## config.mk

```make
export PLATFORM = sky130hd
export DESIGN_NAME = dmem_arbiter
export DESIGN_NICKNAME = d
export VERILOG_FILES = /design/src/rtl/dmem_arbiter.sv
export SDC_FILE = /design/constraint.sdc
export NUM_CORES = 1
export LEC_CHECK = 0
export BUFFER_PORTS_ARGS = -buffer_cell sky130_fd_sc_hd__buf_2
export CORE_MARGIN = 4
export CORE_UTILIZATION = 44
export CTS_CLUSTER_SIZE = 16
export DETAILED_ROUTE_END_ITERATION = 10
export MAX_ROUTING_LAYER = met4
export PLACE_DENSITY = 0.72
export SYNTH_ARGS = -nofsm -noshare
export SYNTH_HDL_FRONTEND = slang
export SYNTH_SLANG_ARGS = --single-unit
```

## constraint.sdc

```tcl
create_clock -name clk -period 4.9 [get_ports clk]
set_input_delay 1.225 -clock clk [delete_from_list [all_inputs] [get_ports clk]]
set_output_delay 1.225 -clock clk [all_outputs]
set_load 0.02 [all_outputs]
```

## src/rtl/dmem_arbiter.sv

```systemverilog
// Round-robin arbiter sharing one byte-lane data memory between the CPU (m0) and DMA (m1) ports.
// It converts byte/half/word requests into lane selects and returns aligned, extended load data.
module dmem_arbiter #(
    parameter int ADDR_WIDTH = 10,
    parameter int DATA_WIDTH = 32
) (
    input  logic                  clk,
    input  logic                  rst,
    input  logic                  m0_req,
    input  logic                  m0_we,
    input  logic [ADDR_WIDTH+1:0] m0_addr,
    input  logic [1:0]            m0_size,
    input  logic                  m0_sext,
    input  logic [DATA_WIDTH-1:0] m0_wdata,
    output logic                  m0_ack,
    output logic                  m0_err,
    output logic [DATA_WIDTH-1:0] m0_rdata,
    input  logic                  m1_req,
    input  logic                  m1_we,
    input  logic [ADDR_WIDTH+1:0] m1_addr,
    input  logic [1:0]            m1_size,
    input  logic                  m1_sext,
    input  logic [DATA_WIDTH-1:0] m1_wdata,
    output logic                  m1_ack,
    output logic                  m1_err,
    output logic [DATA_WIDTH-1:0] m1_rdata,
    output logic [ADDR_WIDTH-1:0] mem_A,
    output logic [DATA_WIDTH-1:0] mem_inD,
    output logic [3:0]            mem_sel,
    output logic                  mem_str,
    input  logic [DATA_WIDTH-1:0] mem_outD
);
    typedef enum logic [1:0] {IDLE, ACCESS, RESP} state_t;

    state_t                state;
    logic                  last_grant;
    logic                  gnt;
    logic                  r_we;
    logic                  r_sext;
    logic                  r_bad;
    logic [1:0]            r_addr;
    logic [1:0]            r_size;

    logic                  pick;
    logic                  s_we;
    logic                  s_sext;
    logic [ADDR_WIDTH+1:0] s_addr;
    logic [1:0]            s_size;
    logic [DATA_WIDTH-1:0] s_wdata;
    logic                  s_bad;
    logic [3:0]            s_mask;
    logic [DATA_WIDTH-1:0] s_rep;

    logic [7:0]            ld_b;
    logic [15:0]           ld_h;
    logic [DATA_WIDTH-1:0] ld;

    // On a tie the port that did not win last time goes first.
    always_comb begin
        pick    = (m0_req && m1_req) ? ~last_grant : ~m0_req;
        s_we    = pick ? m1_we    : m0_we;
        s_sext  = pick ? m1_sext  : m0_sext;
        s_addr  = pick ? m1_addr  : m0_addr;
        s_size  = pick ? m1_size  : m0_size;
        s_wdata = pick ? m1_wdata : m0_wdata;
        s_bad   = 1'b0;
        s_mask  = 4'b1111;
        s_rep   = s_wdata;
        case (s_size)
            2'b00: begin
                s_mask = 4'b0001 << s_addr[1:0];
                s_rep  = {4{s_wdata[7:0]}};
            end
            2'b01: begin
                s_bad  = s_addr[0];
                s_mask = s_addr[1] ? 4'b1100 : 4'b0011;
                s_rep  = {2{s_wdata[15:0]}};
            end
            2'b10:   s_bad = |s_addr[1:0];
            default: s_bad = 1'b1;
        endcase
    end

    always_comb begin
        ld_b = mem_outD[{r_addr, 3'b000} +: 8];
        ld_h = mem_outD[{r_addr[1], 4'b0000} +: 16];
        case (r_size)
            2'b00:   ld = {{24{r_sext & ld_b[7]}}, ld_b};
            2'b01:   ld = {{16{r_sext & ld_h[15]}}, ld_h};
            default: ld = mem_outD;
        endcase
        if (r_we || r_bad) ld = '0;
    end

    always_ff @(posedge clk) begin
        if (rst) begin
            state      <= IDLE;
            last_grant <= 1'b1;
            gnt        <= 1'b0;
            r_we       <= 1'b0;
            r_sext     <= 1'b0;
            r_bad      <= 1'b0;
            r_addr     <= '0;
            r_size     <= '0;
            mem_A      <= '0;
            mem_inD    <= '0;
            mem_sel    <= '0;
            mem_str    <= 1'b0;
            m0_ack     <= 1'b0;
            m0_err     <= 1'b0;
            m0_rdata   <= '0;
            m1_ack     <= 1'b0;
            m1_err     <= 1'b0;
            m1_rdata   <= '0;
        end else begin
            case (state)
                IDLE: begin
                    if (m0_req || m1_req) begin
                        gnt        <= pick;
                        last_grant <= pick;
                        r_we       <= s_we;
                        r_sext     <= s_sext;
                        r_bad      <= s_bad;
                        r_addr     <= s_addr[1:0];
                        r_size     <= s_size;
                        mem_A      <= s_addr[ADDR_WIDTH+1:2];
                        mem_inD    <= s_rep;
                        // Illegal requests touch no lanes, so memory is left untouched.
                        mem_sel    <= s_bad ? 4'b0000 : (s_we ? s_mask : 4'b1111);
                        mem_str    <= s_we && !s_bad;
                        state      <= ACCESS;
                    end
                end
                ACCESS: begin
                    mem_str  <= 1'b0;
                    mem_sel  <= '0;
                    m0_ack   <= ~gnt;
                    m0_err   <= ~gnt & r_bad;
                    m0_rdata <= gnt ? '0 : ld;
                    m1_ack   <= gnt;
                    m1_err   <= gnt & r_bad;
                    m1_rdata <= gnt ? ld : '0;
                    state    <= RESP;
                end
                RESP: begin
                    m0_ack   <= 1'b0;
                    m0_err   <= 1'b0;
                    m0_rdata <= '0;
                    m1_ack   <= 1'b0;
                    m1_err   <= 1'b0;
                    m1_rdata <= '0;
                    state    <= IDLE;
                end
                default: state <= IDLE;
            endcase
        end
    end
endmodule
```

# Word level (Yosys, flattened, before mapping)
# Cells that the tools add are included.
# totals
register_bits	126
latchBits	0
ramBits	0
romBits	0
inputBits	132
output_inout_bits	115
word_cells	75
mem_count	0
# op_classes
addsub	0
multipliers	0
div	0
order_cmp	0
eq_ne	6
shift	3
n_mux	28
n_bitwise	7
reduce_logical	13
# op_table
op	n
$pmux W32 S2	4
$mux W32	4
$shiftx A32 B6 Y16	1
$shiftx A32 B6 Y8	1
$mux W4	4
$pmux W4 S2	2
$mux W12	1
$pmux W1 S2	5
$eq A2 B1 Y1 const B	3
$logic_not A2 Y1	3
$and A1 B1 Y1	4
$eq A2 B2 Y1 const B	2
$mux W1	4
$mux W2	2
$pmux W2 S2	1
$reduce_and A2 Y1	2
$reduce_bool A2 Y1	2
$shl A1 B2 Y4 const A	1
$not A1 Y1	3
$pmux W1 S3	1
$logic_and A1 B1 Y1	2
$logic_or A1 B1 Y1	2
$ne A2 B2 Y1 const B	1
$reduce_or A2 Y1	1
$logic_not A1 Y1	1

# Longest topological paths before layout
# depth
depth_word	9
depth_mapped	8
ltp_nobuf	7

# Least setup slack after synthesis
# No wires, ideal clock.
# synth_path
path_type	input to register
from	input mem_outD[31]
to	register m1_rdata[21]
setup_time_ns	0.117
t_arrival_ns	2.467
required_ns	4.783
path_slack_ns	2.316
path_stages	6
path_buffers	1
path_cell_list	mux4_2 -> and3_4 -> nor2_4 -> o32ai_2 -> buf_6 -> a22o_1
# synth_via
elab_chain_len	6
# synth_rtl
item	line	rtl
from (decl)	31	input logic [DATA_WIDTH-1:0] mem_outD
$shiftx A32 B6 Y16 or $shiftx A32 B6 Y8 (tied branches)	86, 85	
$and A1 B1 Y1, on equally long branches	89, 88	
$pmux W32 S2 *	87	case (r_size)
$mux W32 *	92	if (r_we || r_bad) ld = '0;
$mux W32 *	142	m1_rdata <= gnt ? ld : '0;
$pmux W32 S2 *	116	case (state)
to (signal assigned)	142	
to (decl)	26	output logic [DATA_WIDTH-1:0] m1_rdata,
# Every way passes the cells marked *; elsewhere a longest branch is shown, timed or not.
# A chain may end at the register's enable or synchronous reset.

# Final worst setup path
# layout_path
from	input m1_req
to	register mem_inD[17]
# layout_via
elab_chain_len	5
# layout_rtl
item	line	rtl
from (decl)	18	input logic m1_req,
$logic_and A1 B1 Y1	60	pick = (m0_req && m1_req) ? ~last_grant : ~m0_req;
$mux W1	60	
$mux W2	64	s_size = pick ? m1_size : m0_size;
$eq A2 B1 Y1 or $logic_not A2 Y1 (tied branches)	69	case (s_size)
$pmux W32 S2	69	
to (signal assigned)	127	mem_inD <= s_rep;
to (decl)	28	output logic [DATA_WIDTH-1:0] mem_inD,
# Several ways; a longest one is shown, not always the timed one.

==> flow_metrics.py <==
metrics = {
    "hold_path": {
        "hold_depth": 2,
        "hold-path-endpoint": "m0_rdata[14]",
        "hold_start": "m0_rdata[14]",
        "hold_class": "reg2reg",
    },
    "yosys": {
        "synth_edf_count": 0,
        "ys_warn_count": 0,
        "synth_nets": 867,
        "synth_flop_cell": "dfxtp_1",
        "synth-async-reset-ratio": 0,
        "syn_area_um2": 5990,
        "synth_area_per_cell_um2": 8.18,
        "postSynthCellCount": 732,
        "yosysSeqAreaShare": 0.421,
        "synth.distinct_cells": 54,
        "synth-seq-cells": 126,
    },
    "floorplanning": {
        "start_util": 0.450,
        "core_area_um2": 13300,
        "rows": 42,
        "die_h_um": 125,
        "io_pins": 247,
        "die_w_um": 125,
        "die-area_um2": 15500,
    },
    "power": {
        "p_int_mw": 2.18,
        "switching_power_mw": 1.00,
        "leakagePower_nw": 3.63,
        "p_comb_frac": 0.219,
        "ir_drop_mv": 0.218,
        "pwr-share-clk": 0.411,
        "pwr-share-seq": 0.370,
        "swShare": 0.315,
        "p_per_area_nw_per_um2": 405,
    },
    "outcome": {
        "outcome": "finished, final reports clean",
    },
    "placement": {
        "pre_cts_ws_ps": 1580,
        "dp.final_hpwl_mm": 15.2,
        "gp_congestion": 0.897,
        "portBuffers": 246,
    },
    "setup_path": {
        "r2r_end": "m1_rdata[31]",
        "crit_path_max_fanout": 49,
        "path_cells": "buf_2, nand2b_1, nand2_2, a2111oi_0, a311oi_1, a31o_2",
        "path_class": "in2reg",
        "path_buf_inv": 1,
        "worstSetupStartpoint": "m1_req",
        "cp-end-kind": "flop",
        "required_ps": 5210,
        "r2r_slack_ps": 2120,
        "cpPeakStageDelay_ps": 630,
        "rr_worst_depth": 3,
        "critPathArrivalTime_ps": 3240,
        "cp-start-kind": "input pin",
        "crit_family": "compound AO/OA/AOI/OAI gates",
        "crit_slowest_cell": "a2111oi_0",
        "r2r-start": "r_size[1]",
    },
    "drt": {
        "drt-pass1-iter-count": 5,
        "routed_via_density": 5.71,
        "wl_per_cell_um": 18.1,
        "vias": 6459,
        "ant_nets": 0,
        "drt_iter0_drc": 716,
        "drt_wl_total_mm": 20.5,
        "drc": 0,
    },
    "sta": {
        "post-route-period-util": 0.599,
        "whs_ps": 450,
        "drv_slew": 0,
        "fmax_ghz": 0.341,
        "setup_tns_ps": 0,
        "finalHoldViolCount": 0,
        "finalSetupViolations": 0,
        "skew_ps": 6.29,
        "rsz0062_at_grt": "false",
        "period_minus_slack_ps": 2930,
        "tightest_slew_ps": 1140,
        "slew_headroom": 0.243,
        "fin_ws_ps": 1970,
    },
    "clock_tree": {
        "clk_path_buf_depth": 2,
        "root_buffer": "clkbuf_16",
        "cts_hold_buffers": 0,
        "cts_buffers": 17,
        "cts.reportedPaths.clkPinSlew_ps": 60,
        "h-tree-depth": 4,
        "tritoncts": "built",
        "cts.sinks": 126,
        "ctsResizeCount": 0,
        "clkLatencyLatePin_ps": 410,
        "postCtsSetupRepairBufs": 0,
    },
    "flow_run": {
        "drv_cap": 0,
    },
    "finish": {
        "layout-drive-gt1-share": 0.320,
        "fin_util": 0.592,
        "final_nets": 1077,
        "final_common_cell": "buf_2",
        "area_delta_synth_final_pct": 31.5,
        "final_cell_mix": "buf_2 (246), nand2_1 (126), dfxtp_1 (126), o21ai_0 (64), a22o_1 (48)",
    },
    "global_route": {
        "gr-total-overflow": 0,
        "grt_max_degree": 51,
        "first_global_vias": 6146,
        "grt_pass1_wl_mm": 32.3,
        "track_usage": 0.264,
        "antenna_found_initial": 1,
    },
}
-- worst register-to-register path: stages (launching register included) --
cell and delay (ps):
dfxtp_1 810, inv_1 580, o32ai_2 1080, a22o_1 260
-- final cells by class --
| cell class | count | area [um^2] |
|---|---|---|
| multi-input cells | 526 | 3150 |
| clock buffers | 18 | 439 |
| fillers | 1257 | 5420 |
| diodes | 1 | 2.50 |
| repair buffers | 253 | 1280 |
| clock inverters | 14 | 184 |
| well taps | 176 | 220 |
| inverters | 18 | 67.6 |
| flip-flops and latches | 126 | 2520 |
-- state kept, by name, indices dropped and copies added (netlist names) --
register / cells
m1_ack: 1
state: 2
gnt: 1
r_we: 1
r_size: 2
m0_err: 1
m0_rdata: 32
mem_inD: 32
mem_A: 10
r_bad: 1
r_addr: 2
last_grant: 1
m1_err: 1
mem_str: 1
m1_rdata: 32
mem_sel: 4
r_sext: 1
m0_ack: 1
-- cell usage after synthesis (all sizes together) (17+ instances only) --
cell type	instances	area (um^2)
nand3	28	140
dfxtp	126	2520
buf	21	106
nand2	127	477
inv	17	63.8
mux2i	18	180
nor3	22	110
nor2	46	180
clkbuf	41	154
a22o	48	420
a21oi	35	175
a311oi	22	193
o21ai	69	353
-- cells by family after synthesis --
group	Yosys count	synth area share
AO/OA/AOI/OAI	256	0.303
buffers and inverters	80	0.0548
adder cells (fa/ha/maj)	3	0.00627
flip-flops	126	0.421
multiplexers	20	0.0357
AND/OR/NAND/NOR	247	0.179
-- layer usage --
metal  vias to the layer above  wire [um]  track usage
met5                         -          0            -
met1                      2978       8270        0.319
li1                       3096          -            -
met4                         0        516       0.0916
met3                        41       1940       0.0695
met2                       344       9810        0.428
-- stage by stage --
| stage | area (um^2) | std cells | total power [mW] |
|---|---|---|---|
| 2_1_floorplan | 5990 | 732 | 1.64 |
| 3_3_place_gp | 7250 | 1099 | 1.89 |
| 3_5_place_dp | 7250 | 1099 | 1.89 |
| 4_1_cts | 7870 | 1131 | 3.20 |
| 5_1_grt | 7870 | 1132 | 3.33 |
| 6_report | 7870 | 1132 | 3.19 |
-- power by group through the flow --
stage                     Combinational (mW)  Clock (mW)  Sequential (mW)
after floorplan                        0.369           0             1.27
after global placement                 0.692           0             1.20
after detailed placement               0.696           0             1.20
after CTS                              0.698        1.32             1.18
after global routing                   0.762        1.37             1.19
final                                  0.699        1.31             1.18
-- worst max-delay path by stage --
stage                         endpoint  slack [ps]  depth (start not counted)
after floorplan           m1_rdata[21]        2320                          6
after global placement     mem_inD[22]        1670                          6
after detailed placement   mem_inD[16]        1580                          6
after CTS                  mem_inD[16]        2020                          6
after global routing       mem_inD[16]        1720                          6
final                      mem_inD[17]        1970                          6
Note: power is estimated with default switching activity, not from simulation.
